<file path="src/rtl/muldiv_pkg.sv">
`default_nettype none
// ============================================================================
//  Module   : muldiv_pkg
//  Brief    : Shared op codes, FSM states and sign-fix helpers for muldiv_seq.
//  Revision : 1.0 - initial release
// ============================================================================
package muldiv_pkg;

    typedef enum logic [3:0] {
        MFHI  = 4'b0000,
        MTHI  = 4'b0001,
        MFLO  = 4'b0010,
        MTLO  = 4'b0011,
        MULT  = 4'b1000,
        MULTU = 4'b1001,
        DIV   = 4'b1010,
        DIVU  = 4'b1011
    } muldiv_op_e;

    typedef enum logic [1:0] {
        IDLE = 2'd0,
        RUN  = 2'd1,
        FIN  = 2'd2
    } muldiv_state_e;

    localparam int unsigned MAX_W = 64;

    // Helpers work on a 64-bit carrier; callers zero-extend in and cast back to
    // their own width, so any operand width up to MAX_W is handled.
    function automatic logic [MAX_W-1:0] width_mask(input int unsigned n);
        return (n >= MAX_W) ? '1 : ((64'd1 << n) - 64'd1);
    endfunction

    function automatic logic [MAX_W-1:0] neg_n(input logic [MAX_W-1:0] v, input int unsigned n);
        return (~v + 64'd1) & width_mask(n);
    endfunction

    function automatic logic [MAX_W-1:0] abs_n(input logic [MAX_W-1:0] v, input int unsigned n);
        logic [MAX_W-1:0] sh;
        sh = v >> (n - 1);
        return sh[0] ? neg_n(v, n) : (v & width_mask(n));
    endfunction

endpackage
`default_nettype wire

</file>
<file path="src/rtl/muldiv_seq_if.sv">
`default_nettype none
// ============================================================================
//  Module   : muldiv_seq_if
//  Brief    : Command / result bundle between the CPU and the mul/div unit.
//  Revision : 1.0 - initial release
// ============================================================================
interface muldiv_seq_if
    import muldiv_pkg::*;
#(
    parameter int N = 8
);
    logic         start;
    logic [3:0]   F;
    logic [N-1:0] a;
    logic [N-1:0] b;
    logic [N-1:0] y;
    logic [N-1:0] hi;
    logic [N-1:0] lo;
    logic         busy;
    logic         done;
    logic         dz;

    modport master (
        output start, F, a, b,
        input  y, hi, lo, busy, done, dz
    );

    modport slave (
        input  start, F, a, b,
        output y, hi, lo, busy, done, dz
    );
endinterface
`default_nettype wire

</file>
<file path="src/rtl/muldiv_seq.sv">
`default_nettype none
// ============================================================================
//  Module   : muldiv_seq
//  Brief    : Iterative radix-2 MIPS-style MULT/DIV unit with HI/LO registers.
//             Operand width N must lie in 2..32.
//  Revision : 1.0 - initial release
// ============================================================================
module muldiv_seq
    import muldiv_pkg::*;
#(
    parameter int N = 8
) (
    input  wire logic   clk,
    input  wire logic   rst,
    muldiv_seq_if.slave bus
);

    localparam int W2 = 2 * N;
    localparam int CW = $clog2(N + 1);

    muldiv_state_e   r_state;
    logic [CW-1:0]   r_cnt;
    logic [W2-1:0]   r_acc;
    logic [N-1:0]    r_opnd;
    logic            r_is_div;
    logic            r_neg_q;
    logic            r_neg_r;
    logic            r_div_zero;
    logic [N-1:0]    r_hi;
    logic [N-1:0]    r_lo;
    logic            r_done;
    logic            r_dz;

    muldiv_op_e      w_op;
    logic            w_signed;
    logic            w_sign_a;
    logic            w_sign_b;
    logic [N-1:0]    w_mag_a;
    logic [N-1:0]    w_mag_b;
    logic [N:0]      w_sum;
    logic [W2-1:0]   w_mul_next;
    logic [W2:0]     w_shift;
    logic [N:0]      w_trial;
    logic [W2-1:0]   w_div_next;
    logic [W2-1:0]   w_prod_fix;
    logic [N-1:0]    w_quo;
    logic [N-1:0]    w_rem;
    logic [N-1:0]    w_y;

    assign w_op     = muldiv_op_e'(bus.F);
    assign w_signed = (w_op == MULT) || (w_op == DIV);
    assign w_sign_a = w_signed & bus.a[N-1];
    assign w_sign_b = w_signed & bus.b[N-1];
    assign w_mag_a  = w_signed ? N'(abs_n(64'(bus.a), N)) : bus.a;
    assign w_mag_b  = w_signed ? N'(abs_n(64'(bus.b), N)) : bus.b;

    // Shift-add step: accumulator is {partial product, remaining multiplier}.
    assign w_sum      = {1'b0, r_acc[W2-1:N]} + (r_acc[0] ? {1'b0, r_opnd} : '0);
    assign w_mul_next = {w_sum, r_acc[N-1:1]};

    // Restoring step: accumulator is {partial remainder, dividend/quotient}.
    assign w_shift    = {r_acc, 1'b0};
    assign w_trial    = w_shift[W2:N] - {1'b0, r_opnd};
    assign w_div_next = w_trial[N] ? w_shift[W2-1:0]
                                   : {w_trial[N-1:0], w_shift[N-1:1], 1'b1};

    assign w_prod_fix = r_neg_q ? W2'(neg_n(64'(r_acc), W2)) : r_acc;
    assign w_quo      = r_neg_q ? N'(neg_n(64'(r_acc[N-1:0]), N)) : r_acc[N-1:0];
    assign w_rem      = r_neg_r ? N'(neg_n(64'(r_acc[W2-1:N]), N)) : r_acc[W2-1:N];

    always_comb begin
        w_y = '0;
        case (w_op)
            MFHI:    w_y = r_hi;
            MFLO:    w_y = r_lo;
            default: w_y = '0;
        endcase
    end

    always_ff @(posedge clk) begin
        if (rst) begin
            r_state    <= IDLE;
            r_cnt      <= '0;
            r_acc      <= '0;
            r_opnd     <= '0;
            r_is_div   <= 1'b0;
            r_neg_q    <= 1'b0;
            r_neg_r    <= 1'b0;
            r_div_zero <= 1'b0;
            r_hi       <= '0;
            r_lo       <= '0;
            r_done     <= 1'b0;
            r_dz       <= 1'b0;
        end else begin
            r_done <= 1'b0;
            case (r_state)
                IDLE: begin
                    if (bus.start) begin
                        r_dz <= 1'b0;
                        case (w_op)
                            MTHI: r_hi <= bus.a;
                            MTLO: r_lo <= bus.a;
                            MULT, MULTU: begin
                                r_is_div   <= 1'b0;
                                r_div_zero <= 1'b0;
                                r_neg_q    <= w_sign_a ^ w_sign_b;
                                r_neg_r    <= 1'b0;
                                r_acc      <= {{N{1'b0}}, w_mag_b};
                                r_opnd     <= w_mag_a;
                                r_cnt      <= CW'(N);
                                r_state    <= RUN;
                            end
                            DIV, DIVU: begin
                                r_is_div <= 1'b1;
                                r_neg_q  <= w_sign_a ^ w_sign_b;
                                r_neg_r  <= w_sign_a;
                                r_acc    <= {{N{1'b0}}, w_mag_a};
                                r_opnd   <= w_mag_b;
                                r_cnt    <= CW'(N);
                                if (bus.b == '0) begin
                                    r_div_zero <= 1'b1;
                                    r_state    <= FIN;
                                end else begin
                                    r_div_zero <= 1'b0;
                                    r_state    <= RUN;
                                end
                            end
                            default: ;
                        endcase
                    end
                end
                RUN: begin
                    r_acc <= r_is_div ? w_div_next : w_mul_next;
                    r_cnt <= r_cnt - CW'(1);
                    if (r_cnt == CW'(1)) begin
                        r_state <= FIN;
                    end
                end
                FIN: begin
                    r_done  <= 1'b1;
                    r_state <= IDLE;
                    if (r_div_zero) begin
                        r_dz <= 1'b1;
                    end else if (r_is_div) begin
                        r_hi <= w_rem;
                        r_lo <= w_quo;
                    end else begin
                        r_hi <= w_prod_fix[W2-1:N];
                        r_lo <= w_prod_fix[N-1:0];
                    end
                end
                default: r_state <= IDLE;
            endcase
        end
    end

    assign bus.y    = w_y;
    assign bus.hi   = r_hi;
    assign bus.lo   = r_lo;
    assign bus.busy = (r_state != IDLE);
    assign bus.done = r_done;
    assign bus.dz   = r_dz;

endmodule
`default_nettype wire

</file>
<file path="src/flat_wrapper.sv">
// flat-port wrapper written by rule: the top's interface ports become plain ports
module muldiv_seq_flat import muldiv_pkg::*;
#(
    parameter int N = 8
)
  (clk, rst, bus_start, bus_F, bus_a, bus_b, bus_y, bus_hi, bus_lo, bus_busy, bus_done, bus_dz);
  muldiv_seq_if #(.N(N)) bus_i ();
  input  wire logic clk;
  input  wire logic rst;
  input wire logic [$bits(bus_i.start)-1:0] bus_start;
  input wire logic [$bits(bus_i.F)-1:0] bus_F;
  input wire logic [$bits(bus_i.a)-1:0] bus_a;
  input wire logic [$bits(bus_i.b)-1:0] bus_b;
  output wire logic [$bits(bus_i.y)-1:0] bus_y;
  output wire logic [$bits(bus_i.hi)-1:0] bus_hi;
  output wire logic [$bits(bus_i.lo)-1:0] bus_lo;
  output wire logic [$bits(bus_i.busy)-1:0] bus_busy;
  output wire logic [$bits(bus_i.done)-1:0] bus_done;
  output wire logic [$bits(bus_i.dz)-1:0] bus_dz;
  assign bus_i.start = bus_start;
  assign bus_i.F = bus_F;
  assign bus_i.a = bus_a;
  assign bus_i.b = bus_b;
  assign bus_y = bus_i.y;
  assign bus_hi = bus_i.hi;
  assign bus_lo = bus_i.lo;
  assign bus_busy = bus_i.busy;
  assign bus_done = bus_i.done;
  assign bus_dz = bus_i.dz;
  muldiv_seq #(.N(N)) u_core (.clk(clk), .rst(rst), .bus(bus_i));
endmodule
</file>
<file path="config.mk">
export PLATFORM = sky130hd
export DESIGN_NAME = muldiv_seq_flat
export DESIGN_NICKNAME = d
export VERILOG_FILES = /design/src/rtl/muldiv_pkg.sv /design/src/rtl/muldiv_seq_if.sv /design/src/rtl/muldiv_seq.sv /design/src/flat_wrapper.sv
export SDC_FILE = /design/constraint.sdc
export NUM_CORES = 1
export LEC_CHECK = 0
export ABC_CLOCK_PERIOD_IN_PS = 7000
export CAP_MARGIN = 20
export CORE_UTILIZATION = 38
export DETAILED_ROUTE_END_ITERATION = 7
export PLACE_DENSITY = 0.7
export SYNTH_ARGS = -nofsm -noshare
export SYNTH_HDL_FRONTEND = slang
export SYNTH_SLANG_ARGS = --single-unit
</file>
<file path="constraint.sdc">
create_clock -name clk -period 7 [get_ports clk]
set_input_delay 1.05 -clock clk [delete_from_list [all_inputs] [get_ports clk]]
set_output_delay 1.05 -clock clk [all_outputs]
set_load 0.1 [all_outputs]
</file>
; ---- After elaboration in Yosys (flattened, before gate mapping)
; Cells that the tools add are included.
[op_classes]
add_sub_neg = 8
n_eq_ne = 18
mux = 41
bitwise_logic = 8
reduce_logical = 19
[ops]
columns = cell, count
row1 = $mux W8, 15
row2 = $mux W16, 4
row3 = $pmux W16 S2, 2
row4 = $pmux W8 S2, 4
row5 = $add A8 B1 Y8 const B, 4
row6 = $not A8 Y8, 4
row7 = $reduce_and A3 Y1, 6
row8 = $add A16 B1 Y16 const B, 1
row9 = $eq A4 B4 Y1 const B, 4
row10 = $not A16 Y16, 1
row11 = $ne A2 B2 Y1 const B, 5
row12 = $add A8 B9 Y9, 1
row13 = $sub A9 B8 Y9, 1
row14 = $eq A4 B1 Y1 const B, 2
row15 = $eq A4 B2 Y1 const B, 2
row16 = $logic_not A8 Y1, 1
row17 = $mux W4, 2
row18 = $pmux W1 S2, 4
row19 = $pmux W2 S2, 2
row20 = $pmux W4 S2, 1
row21 = $reduce_and A4 Y1, 2
row22 = $reduce_bool A2 Y1, 4
row23 = $mux W2, 3
row24 = $logic_not A4 Y1, 1
row25 = 12 further kinds, 18
[totals]
ff_bits = 52
output_inout_bits = 27

; ---- Depth between registers and ports, before layout
; Gate-level depths: netlist (run 1).
[depth]
ltp_word = 7
mapped_depth = 10

; ---- Worst setup path before layout (run 1)
; OpenSTA, ideal clock, no wires.
[synth_timing]
path_kind = in2out
start = in bus_F[1]
end = out bus_y[0]
arrival_ns = 3.177
t_required_ns = 5.950
path_slack_ns = 2.773
stages = 4
cell_sequence = clkbuf_1 clkbuf_1 mux2i_1 nor2_1
[synth_via]
elab_chain_cells = 2
[synth_rtl]
columns = element, line
row1 = start: declaration, flat_wrapper.sv:11  ; input wire logic [$bits(bus_i.F)-1:0] bus_F;
row2 = $eq A4 B2 Y1 / $logic_not A4 Y1 (equally long branches), muldiv_seq.sv:73  ; case (w_op)
row3 = $pmux W8 S2 *, muldiv_seq.sv:73
row4 = end: declaration, flat_wrapper.sv:14  ; output wire logic [$bits(bus_i.y)-1:0] bus_y;
; Mark *: on every way between the ends. The rest lies on a longest branch, timed or not.

; ---- Worst setup path in the final report (run 1)
[layout_timing]
start = in bus_F[1]
end = out bus_y[5]
; Same word-level chain as after synthesis.

==> results of run 1 <==
layer usage:
layer,share of wire [%],vias up
met4,1.9,0
met5,0,-
met3,6.1,22
met2,46,155
li1,-,1981
met1,46,1891
layout by cell type (no fill, tap or decap), types with 3 or more instances in the layout:
cell type / Yosys / layout
nor2_1: 70 / 70
dfxtp_1: 52 / 52
clkdlybuf4s50_1: 0 / 49
a21oi_1: 48 / 48
mux2i_1: 34 / 34
nand2_1: 32 / 32
inv_1: 31 / 31
xnor2_1: 23 / 23
o21ai_0: 23 / 23
ha_1: 22 / 22
nor3_1: 15 / 15
xor2_1: 13 / 13
nor2b_1: 11 / 11
o21ai_1: 11 / 11
nand3_1: 10 / 10
a31oi_1: 7 / 7
nor4_1: 7 / 7
a221oi_1: 7 / 7
a21o_1: 6 / 6
o41ai_1: 5 / 5
a22oi_1: 5 / 5
clkbuf_8: 0 / 5
a211oi_1: 4 / 4
nor3b_1: 4 / 4
o31ai_1: 4 / 4
a311oi_1: 4 / 4
o22ai_1: 4 / 4
or3_1: 3 / 3
o31a_1: 3 / 3
mux2_2: 3 / 3
o211ai_1: 3 / 3
nand2b_1: 3 / 3
buf_4: 0 / 3
kinds of logic (layout without fill, tap and decap cells):
kind of cell	count (synthesis)	in the layout	synth area share (%)
compound gates	152	152	24.3
xor+xnor	37	37	8.22
fa+ha+maj	24	24	7.56
buf+inv	61	92	5.70
flops	52	52	25.0
mux	39	39	9.51
simple gates	171	171	19.7
flip-flops by register name, summed over array words and instances (netlist names), 2 cells and up:
signal and count:
u_core.bus.hi 8, u_core.bus.lo 8, u_core.r_acc 16, u_core.r_cnt 4, u_core.r_opnd 8, u_core.r_state 2
power by group through the flow:
stage / sequential, W / combinational [W] / clock [W]
after floorplan: 0.000331 / 0.000120 / 0
after global placement: 0.000326 / 0.000173 / 0
after detailed placement: 0.000327 / 0.000176 / 0
after CTS: 0.000320 / 0.000177 / 0.000216
after global routing: 0.000322 / 0.000193 / 0.000229
final: 0.000321 / 0.000178 / 0.000215
worst register-to-register path: cells and delay by family, from the launching register on:
family	cells	cell delay [ps]
flops	1	410
fa+ha+maj	2	670
buf+inv	2	240
mux	1	350
simple gates	1	100
compound gates	4	1050
metrics by stage:
step,std cells,util [%]
finish,703,46.3
global route,703,46.3
CTS,703,46.3
detailed placement,695,45.3
global placement,695,45.3
floorplan,536,-
worst paths after layout:
kind	to	cells after the start
worst max-delay path	bus_y[5]	4
worst min-delay path	u_core.bus.hi[3]$_SDFFE_PP0P_	2
worst max register to register	u_core.r_acc[15]$_SDFFE_PP0P_	10
worst min register to register	u_core.bus.hi[3]$_SDFFE_PP0P_	2
final cells by class:
| type | count | area, sq um |
|---|---|---|
| Clock buffer | 5 | 68.8 |
| Clock inverter | 3 | 42.5 |
| Fill cell | 1044 | 5620 |
| Inverter | 32 | 120 |
| Multi-Input combinational cell | 423 | 2890 |
| Sequential cell | 52 | 1040 |
| Tap cell | 136 | 170 |
| Timing Repair Buffer | 52 | 513 |
==> summary.md, run 1 <==
| Metric | Value |
|---|---|
| Sum Neg Setup Slack | `0 ps` |
| Maximum Capacitance Violations | `0` |
| DPL Wire Length | `8710 um` |
| Crit. End Element | `output port` |
| Met2 usage | `34.0%` |
| Hold crit path type | `flip-flop to flip-flop` |
| Min Tclk post-route | `4680 ps` |
| Overflow after GRT | `0` |
| Worst Setup Path Type | `input pin to output port` |
| Peak supply drop | `0.000101 V` |
| Sw power | `0.000230 W` |
| Clock slew at reported path FFs | `90 ps` |
| Crit path buffers/inverters | `2` |
| Power Dens Cells | `147 nW/um^2` |
| Switching Share | `32.2%` |
| CP Cell Sequence | `clkdlybuf4s50_1, mux2i_1, nor2_1, clkdlybuf4s50_1` |
| Required @ worst endpoint | `5950 ps` |
| Bufs on Longest Clock Path | `2` |
| Most Crowded Layer GR | `met2` |
| Share of the synthesized area in the top cell type | `25.0%` |
| Largest net degree at the start of global routing | `47` |
| CTS tree | `done` |
| Crit-path max FO | `23` |
| Fmax | `0.214 GHz` |
| Worst slew pin tran | `1030 ps` |
| IO Count | `50` |
| Synth unique cells | `62` |
| Syn Area/Cell | `7.78 sq um` |
| Final ANT Viol Nets | `0` |
| DRC | `0` |
| # resized after CTS | `0` |
| Combinational share of power | `25.0%` |
| WHS | `478 ps` |
| Number of inserted diodes | `0` |
| Crit path max-delay family | `buffers and inverters` |
| Crit path top cell by count | `clkdlybuf4s50_1` |
| Setup Viol. Count Final | `0` |
| DR vias | `4049` |
| Hold_sp | `u_core.bus.hi[3]$_SDFFE_PP0P_` |
| Met1 Track Usage GR | `27.4%` |
| Post-synth EDFFs | `0` |
| Mapped Area | `4170 sq um` |
| CP Launch Point | `bus_F[1]` |
| Avg WL per Cell | `16.3 um` |
| Highest-delay cell along the critical path | `clkdlybuf4s50_1` |
| Worst slew margin | `31.2%` |
| Placed instance area | `4730 sq um` |
| Critical path's largest stage delay | `1140 ps` |
| DP Worst Slack | `2310 ps` |
| Reg power frac | `44.9%` |
| Setup crit start kind | `input pin` |
| Final instance area | `4850 sq um` |
| R2r setup slk | `4050 ps` |
| Layout cell share with drive strength beyond 1 | `4.06%` |
| Static leakage | `1.83 nW` |
| Postcts setup bufs | `0` |
| Async set-reset flop share out of synthesis | `0%` |
| Vias in the first global route | `3731` |
| Die X | `107 um` |
| Clk pwr share | `30.1%` |
| Top-count cell post-synth | `nor2_1` |
| Vias per cell | `5.76` |
| Fraction of the cycle the final worst path needs | `66.8%` |
| Worst endpoint data arrival time | `3630 ps` |
| Most frequent cells after synthesis | `nor2_1 (70), dfxtp_1 (52), a21oi_1 (48)` |
| Met3 GRT Util | `2.49%` |
| Clock buffer count from CTS | `5` |
| Worst clock skew | `10.4 ps` |
| Die ar. | `11400 sq um` |
| Top post-synthesis cells by area | `dfxtp_1 (25%), mux2i_1 (8.2%), ha_1 (6.6%)` |
| GPL Wtd Cong | `0.920` |
| Syn_nets | `583` |
| Cell internal pwr | `0.000483 W` |
| Register area share after synthesis | `25.0%` |
| Final hold vios | `0` |
| Port-buffer cells | `49` |
| DR iter-0 viols | `424` |
| Clk_lat worst skew | `320 ps` |
| Pwr Total | `0.000713 W` |
| Core area | `10500 sq um` |
| #FFs+latches synth | `52` |
| Unrepaired setup endpoints after global routing | `false` |
| YS warnings | `0` |
| CTS H-Tree Depth | `2` |
| Gr usage total | `20.4%` |
| Status | `complete, no violations` |
| Hold-fix buffers, CTS | `0` |
| Worst R2R Start | `u_core.r_acc[7]$_SDFFE_PP0P_` |
| Synth Flop Type | `dfxtp_1` |
| Chip Height | `107 um` |
| Detailed-route wire length | `11400 um` |
| Synthesis-to-layout area growth | `16.2%` |
| Initial Util | `39.8%` |
| DR pass1 iterations | `7` |
| Clock root cell | `clkbuf_8` |
| Post-synth top area cell | `dfxtp_1` |
| # clock sinks | `52` |
| Initial antenna violation count | `0` |
| First-pass GRT wire length | `18700 um` |
| Setup ws final | `2320 ps` |
| Gate Count Post-Synth | `536` |
| Fin nets | `613` |
| Slew Limit Fails | `0` |
| Rows | `37` |
Note: power is estimated with default switching activity, not from simulation.
==> inputs of run 2 (changes only) <==
--- a/config.mk
+++ b/config.mk
@@ -5,11 +5,11 @@
 export SDC_FILE = /design/constraint.sdc
 export NUM_CORES = 1
 export LEC_CHECK = 0
-export ABC_CLOCK_PERIOD_IN_PS = 7000
+export ABC_CLOCK_PERIOD_IN_PS = 4300
 export CAP_MARGIN = 20
 export CORE_UTILIZATION = 38
 export DETAILED_ROUTE_END_ITERATION = 7
-export PLACE_DENSITY = 0.7
+export PLACE_DENSITY = 0.72
 export SYNTH_ARGS = -nofsm -noshare
 export SYNTH_HDL_FRONTEND = slang
 export SYNTH_SLANG_ARGS = --single-unit
==> constraint.sdc (replaced) <==
create_clock -name clk -period 4.3 [get_ports clk]
set_input_delay 0.645 -clock clk [delete_from_list [all_inputs] [get_ports clk]]
set_output_delay 0.645 -clock clk [all_outputs]
set_load 0.1 [all_outputs]
==> run 2 against run 1 <==
  * Combinational power is 65% higher
  * First-iteration DRC count is 12% lower
  * Clock power grew 70%
  * Largest power group unchanged
  * Worst setup slack worse by 1100 ps
  * Register-to-register slack got worse by 2700 ps
  * Via count is 0.44% higher
  * Count of clock-buffer cells in the layout up 1
  * Highest routed layer unchanged
==> summary.md, run 2 (synthesized netlist as in run 1, its figures left out) <==
| Metric | Value |
|---|---|
| Status | `complete, no violations` |
| Worst clock skew | `15.0 ps (+4.53 ps)` |
| Setup crit start kind | `input pin` |
| Gr usage total | `21.2% (+0.71 points)` |
| FF-to-FF path depth | `10 (unchanged)` |
| Final hold vios | `0 (unchanged)` |
| Fmax | `0.327 GHz` |
| WHS | `473 ps (-5.00 ps)` |
| Worst Setup Path Type | `input pin to output port` |
| Die ar. | `11400 sq um (unchanged)` |
| R2r setup slk | `1380 ps (-2670 ps)` |
| Overflow after GRT | `0 (unchanged)` |
| Fraction of the cycle the final worst path needs | `71.1%` |
| Number of inserted diodes | `0 (unchanged)` |
| DR iter-0 viols | `374 (-12%)` |
| Vias per cell | `5.77 (+0.16%)` |
| Crit-path max FO | `23 (unchanged)` |
| Synthesis-to-layout area growth | `16.4%` |
| Fin nets | `615 (+0.33%)` |
| Slew Limit Fails | `0 (unchanged)` |
| Largest Register | `u_core.r_acc` |
| Power Dens Cells | `243 nW/um^2 (+65%)` |
| CTS tree | `done` |
| Layout cell share with drive strength beyond 1 | `5.80% (+1.7 points)` |
| DRC | `0 (unchanged)` |
| Switching Share | `31.6% (-0.59 points)` |
| Cell internal pwr | `0.000806 W (+67%)` |
| Hold crit path type | `flip-flop to flip-flop` |
| Worst hold stages | `2 (unchanged)` |
| Port-buffer cells | `49 (unchanged)` |
| Avg WL per Cell | `16.6 um (+2.3%)` |
| Final ANT Viol Nets | `0 (unchanged)` |
| Sum Neg Setup Slack | `0 ps (unchanged)` |
| IO Count | `50 (unchanged)` |
| Maximum Capacitance Violations | `0 (unchanged)` |
| Filler instances | `1033 (-1.1%)` |
| Most frequent cells in the layout | `nor2_1 (70), dfxtp_1 (52), a21oi_1 (48)` |
| Hold-fix buffers, CTS | `0 (unchanged)` |
| Reg power frac | `44.2% (-0.7 points)` |
| Required @ worst endpoint | `3650 ps (-2300 ps)` |
| Clk_lat worst skew | `320 ps (about the same)` |
| DPL Wire Length | `8830 um (+1.4%)` |
| Sw power | `0.000373 W (+62%)` |
| Most common cell after layout, fill and taps aside | `nor2_1` |
| # clock sinks | `52 (unchanged)` |
| Clock root cell | `clkbuf_8` |
| Static leakage | `1.87 nW (+1.9%)` |
| Peak supply drop | `0.000202 V (+100%)` |
| Worst slew margin | `31.9% (+0.70 points)` |
| CTS H-Tree Depth | `2 (unchanged)` |
| # resized after CTS | `0 (unchanged)` |
| Chip Height | `107 um (unchanged)` |
| Worst slew pin tran | `1020 ps (-9.89 ps)` |
| Crit. End Element | `output port` |
| Bufs on Longest Clock Path | `2 (unchanged)` |
| Detailed-route wire length | `11700 um (+2.6%)` |
| Setup Viol. Count Final | `0 (unchanged)` |
| DR pass1 iterations | `5 (-2)` |
| Combinational share of power | `24.8% (-0.2 points)` |
| Clock buffer count from CTS | `5 (unchanged)` |
| Unrepaired setup endpoints after global routing | `false` |
| GPL Wtd Cong | `0.924 (+0.36%)` |
| Rows | `37 (unchanged)` |
| Max FFs per register | `16 (unchanged)` |
| Postcts setup bufs | `0 (unchanged)` |
| Largest net degree at the start of global routing | `46 (-2.1%)` |
| Initial Util | `39.8% (unchanged)` |
| Min Tclk post-route | `3060 ps` |
| Core area | `10500 sq um (unchanged)` |
| Worst endpoint data arrival time | `2410 ps (-1220 ps)` |
| Die X | `107 um (unchanged)` |
| Clk pwr share | `30.9% (+0.8 points)` |
| Clock slew at reported path FFs | `90 ps (about the same)` |
| Initial antenna violation count | `0 (unchanged)` |
| First-pass GRT wire length | `19300 um (+3.4%)` |
| DR vias | `4067 (+0.44%)` |
| Vias in the first global route | `3891 (+4.3%)` |
[run 2: layer usage]
metal  share of wire, %  track usage, %
met1                 45            27.3
met2                 48            37.4
met3                5.5            2.61
met4                1.4            4.89
met5                  0               0
[run 2: final timing paths]
kind / end / from
max: bus_y[7] / bus_F[1]
min: u_core.r_opnd[6]$_SDFFE_PP0P_ / u_core.r_opnd[6]$_SDFFE_PP0P_
max reg2reg: u_core.r_acc[15]$_SDFFE_PP0P_ / u_core.r_acc[7]$_SDFFE_PP0P_
min reg2reg: u_core.r_opnd[6]$_SDFFE_PP0P_ / u_core.r_opnd[6]$_SDFFE_PP0P_
[run 2: critical path: stages]
cell	delay, ps
clkdlybuf4s50_1	1140
mux2i_1	160
nor2_1	150
buf_4	310
[run 2: final cells by class]
class                      count  area [sq um]  area share [%]
tap                          136           170            3.51
sequential                    52          1040            21.5
inverter                      32           120            2.48
timing repair buffer          54           508            10.5
multi-input combinational    423          2890            59.6
clock buffer                   6          82.6            1.70
clock inverter                 2          38.8           0.800
[run 2: power by group through the flow]
| stage | logic (W) | clock network, W | registers [W] |
|---|---|---|---|
| 6_report | 0.000293 | 0.000365 | 0.000522 |
| 4_1_cts | 0.000290 | 0.000367 | 0.000521 |
| 2_1_floorplan | 0.000195 | 0 | 0.000539 |
| 5_1_grt | 0.000316 | 0.000386 | 0.000525 |
| 3_5_place_dp | 0.000288 | 0 | 0.000532 |
| 3_3_place_gp | 0.000283 | 0 | 0.000531 |
[run 2: metrics by stage]
stage / worst slack, ps / power (W) / utilization (%) / area, sq um / instances
2_1_floorplan: 883 / 0.000734 / - / 4170 / 536
3_3_place_gp: 1170 / 0.000814 / 45.2 / 4730 / 697
3_5_place_dp: 1080 / 0.000820 / 45.2 / 4730 / 697
6_report: 1240 / 0.00118 / 46.4 / 4850 / 705
5_1_grt: 1130 / 0.00123 / 46.4 / 4850 / 705
4_1_cts: 1260 / 0.00118 / 46.4 / 4850 / 705
==> inputs of run 3 (changes only) <==
--- a/config.mk
+++ b/config.mk
@@ -5,7 +5,7 @@
 export SDC_FILE = /design/constraint.sdc
 export NUM_CORES = 1
 export LEC_CHECK = 0
-export ABC_CLOCK_PERIOD_IN_PS = 4300
+export ABC_CLOCK_PERIOD_IN_PS = 2500
 export CAP_MARGIN = 20
 export CORE_UTILIZATION = 38
 export DETAILED_ROUTE_END_ITERATION = 7
==> constraint.sdc (replaced) <==
create_clock -name clk -period 2.5 [get_ports clk]
set_input_delay 0.375 -clock clk [delete_from_list [all_inputs] [get_ports clk]]
set_output_delay 0.375 -clock clk [all_outputs]
set_load 0.1 [all_outputs]
==> run 3 against run 2 <==
  * Global-route usage increased by 1.1 points
  * Non-clock buffer count rose by 32
  * Largest power group unchanged
  * Count of clock-buffer cells in the layout unchanged
  * The flow now finishes with violations (setup timing)
==> summary.md, run 3 (synthesized netlist as in run 1, its figures left out) <==
| Metric | Value |
|---|---|
| DR iter-0 viols | `372 (-0.53%)` |
| Post-layout util | `49.8% (+3.5 points)` |
| Largest net degree at the start of global routing | `46 (unchanged)` |
| Vias in the first global route | `4128 (+6.1%)` |
| Unrepaired setup endpoints after global routing | `true` |
| DR vias | `4265 (+4.9%)` |
| CTS tree | `done` |
| First-pass GRT wire length | `20300 um (+4.8%)` |
| Slew Limit Fails | `0 (unchanged)` |
| Initial Util | `39.8% (unchanged)` |
| Setup crit start kind | `flip-flop` |
| Fmax | `0.398 GHz` |
| Largest Register | `u_core.r_acc` |
| Critical path's largest stage delay | `370 ps (-770 ps)` |
| Status | `finished with violations` |
| DR pass1 iterations | `5 (unchanged)` |
| Rows | `37 (unchanged)` |
| Required @ worst endpoint | `2670 ps (-980 ps)` |
| # clock sinks | `52 (unchanged)` |
| Layout cell share with drive strength beyond 1 | `17.2% (+11 points)` |
| Avg WL per Cell | `17.0 um (+2.3%)` |
| Final ANT Viol Nets | `0 (unchanged)` |
| Chip Height | `107 um (unchanged)` |
| Core area | `10500 sq um (unchanged)` |
| Detailed-route wire length | `12500 um (+6.8%)` |
| Peak supply drop | `0.000239 V (+18%)` |
| Max FFs per register | `16 (unchanged)` |
| Clock buffer count from CTS | `5 (unchanged)` |
| Worst Setup Path Type | `flip-flop to flip-flop` |
| Worst clock skew | `7.55 ps (-7.43 ps)` |
| CP Cell Sequence | `inv_2, ha_4, inv_2, fa_2, a211oi_4, nor4b_4, a211oi_4, buf_4, mux2_4, o32ai_4, a221oi_2` |
| Maximum Capacitance Violations | `0 (unchanged)` |
| Hold-fix buffers, CTS | `0 (unchanged)` |
| Min Tclk post-route | `2510 ps` |
| Crit. End Element | `flip-flop` |
| Die ar. | `11400 sq um (unchanged)` |
| Fraction of the cycle the final worst path needs | `101%` |
| GPL Wtd Cong | `0.971 (+5.2%)` |
| Final hold vios | `0 (unchanged)` |
| Setup ws final | `-12.6 ps (-1250 ps)` |
| Clock root cell | `clkbuf_8` |
| Number of inserted diodes | `0 (unchanged)` |
| Bufs on Longest Clock Path | `2 (unchanged)` |
| Crit-path max FO | `3 (-87%)` |
| Worst slew margin | `61.9% (+30 points)` |
| Most frequent cells in the layout | `nor2_1 (61), buf_4 (52), dfxtp_1 (50)` |
| Highest-delay cell along the critical path | `fa_2` |
| Overflow after GRT | `0 (unchanged)` |
| Gr usage total | `22.2% (+1.1 points)` |
| Fin nets | `647 (+5.2%)` |
| IO Count | `50 (unchanged)` |
| DP Worst Slack | `-62.1 ps (-1140 ps)` |
| Clk_lat worst skew | `310 ps (about the same)` |
| Die X | `107 um (unchanged)` |
| Setup Viol. Count Final | `1 (+1)` |
| Power Dens Cells | `387 nW/um^2 (+59%)` |
| Most common cell after layout, fill and taps aside | `nor2_1` |
| WHS | `470 ps (-2.72 ps)` |
| DRC | `0 (unchanged)` |
| Clock slew at reported path FFs | `100 ps (about the same)` |
| Vias per cell | `5.79 (+0.45%)` |
| Filler instances | `1041 (+0.77%)` |
| DPL Wire Length | `9420 um (+6.6%)` |
| Static leakage | `2.09 nW (+12%)` |
| Synthesis-to-layout area growth | `25.1%` |
| Worst endpoint data arrival time | `2690 ps (+280 ps)` |
| Hold crit path type | `flip-flop to flip-flop` |
| Failing checks | `setup timing` |
| CTS H-Tree Depth | `2 (unchanged)` |
| Port-buffer cells | `49 (unchanged)` |
| Initial antenna violation count | `0 (unchanged)` |
| Worst slew pin tran | `572 ps (-446 ps)` |
| Pwr Total | `0.00202 W (+71%)` |
## run 3: cell type report
class                      count  area (sq um)  area share (%)
clock buffer                   6          82.6            1.58
clock inverter                 1          8.76           0.168
inverter                      32           120            2.30
multi-input combinational    423          2970            57.0
sequential                    52          1040            20.0
tap                          136           170            3.26
timing repair buffer          86           816            15.6
## run 3: worst paths after layout
path              slack (ps)  depth (start not counted)                             to                           from
setup / recovery         -10                         11  u_core.r_acc[15]$_SDFFE_PP0P_   u_core.r_acc[7]$_SDFFE_PP0P_
hold / removal           470                          2  u_core.r_opnd[6]$_SDFFE_PP0P_  u_core.r_opnd[6]$_SDFFE_PP0P_
setup reg to reg         -10                         11  u_core.r_acc[15]$_SDFFE_PP0P_   u_core.r_acc[7]$_SDFFE_PP0P_
hold reg to reg          470                          2  u_core.r_opnd[6]$_SDFFE_PP0P_  u_core.r_opnd[6]$_SDFFE_PP0P_
## run 3: through the flow
stage	TNS, ps	instance area, sq um	cells
floorplan	0	4190	536
global placement	0	4970	719
detailed placement	-140	4970	719
CTS	-13.3	5140	731
global route	-337	5220	736
finish	-12.6	5220	736
## run 3: repair_timing
action                     in CTS  in global routing
setup endpoints to repair       3                  9
hold endpoints to repair        0                  0
pin swaps                       2                  2
buffers inserted                5                  5
resized for setup              10                 10
## run 3: worst max-delay path: cells and delay by family, from the launching register on
kind                       cells  cell delay, ps
buffers and inverters          3             270
and+or+nand+nor                1              90
AOI/OAI and AO/OA              4             880
adders and majority gates      2             510
muxes                          1             300
DFF                            1             330
## run 3: power breakdown
group / total, W / internal, W / leakage, nW / switching (W)
sequential: 0.000894 / 0.000857 / 0.423 / 0.0000372
combinational: 0.000612 / 0.000272 / 1.62 / 0.000340
clock: 0.000510 / 0.000222 / 0.0473 / 0.000288
## run 3: metal layers
layer | track usage [%] | vias up | routed length (um) | part of all wire, %
met5 | 0 | - | 0 | 0
met4 | 7.93 | 0 | 359 | 2.9
met3 | 2.80 | 33 | 889 | 7.1
met2 | 39.0 | 186 | 5940 | 47
met1 | 27.8 | 2002 | 5350 | 43
li1 | - | 2044 | - | -
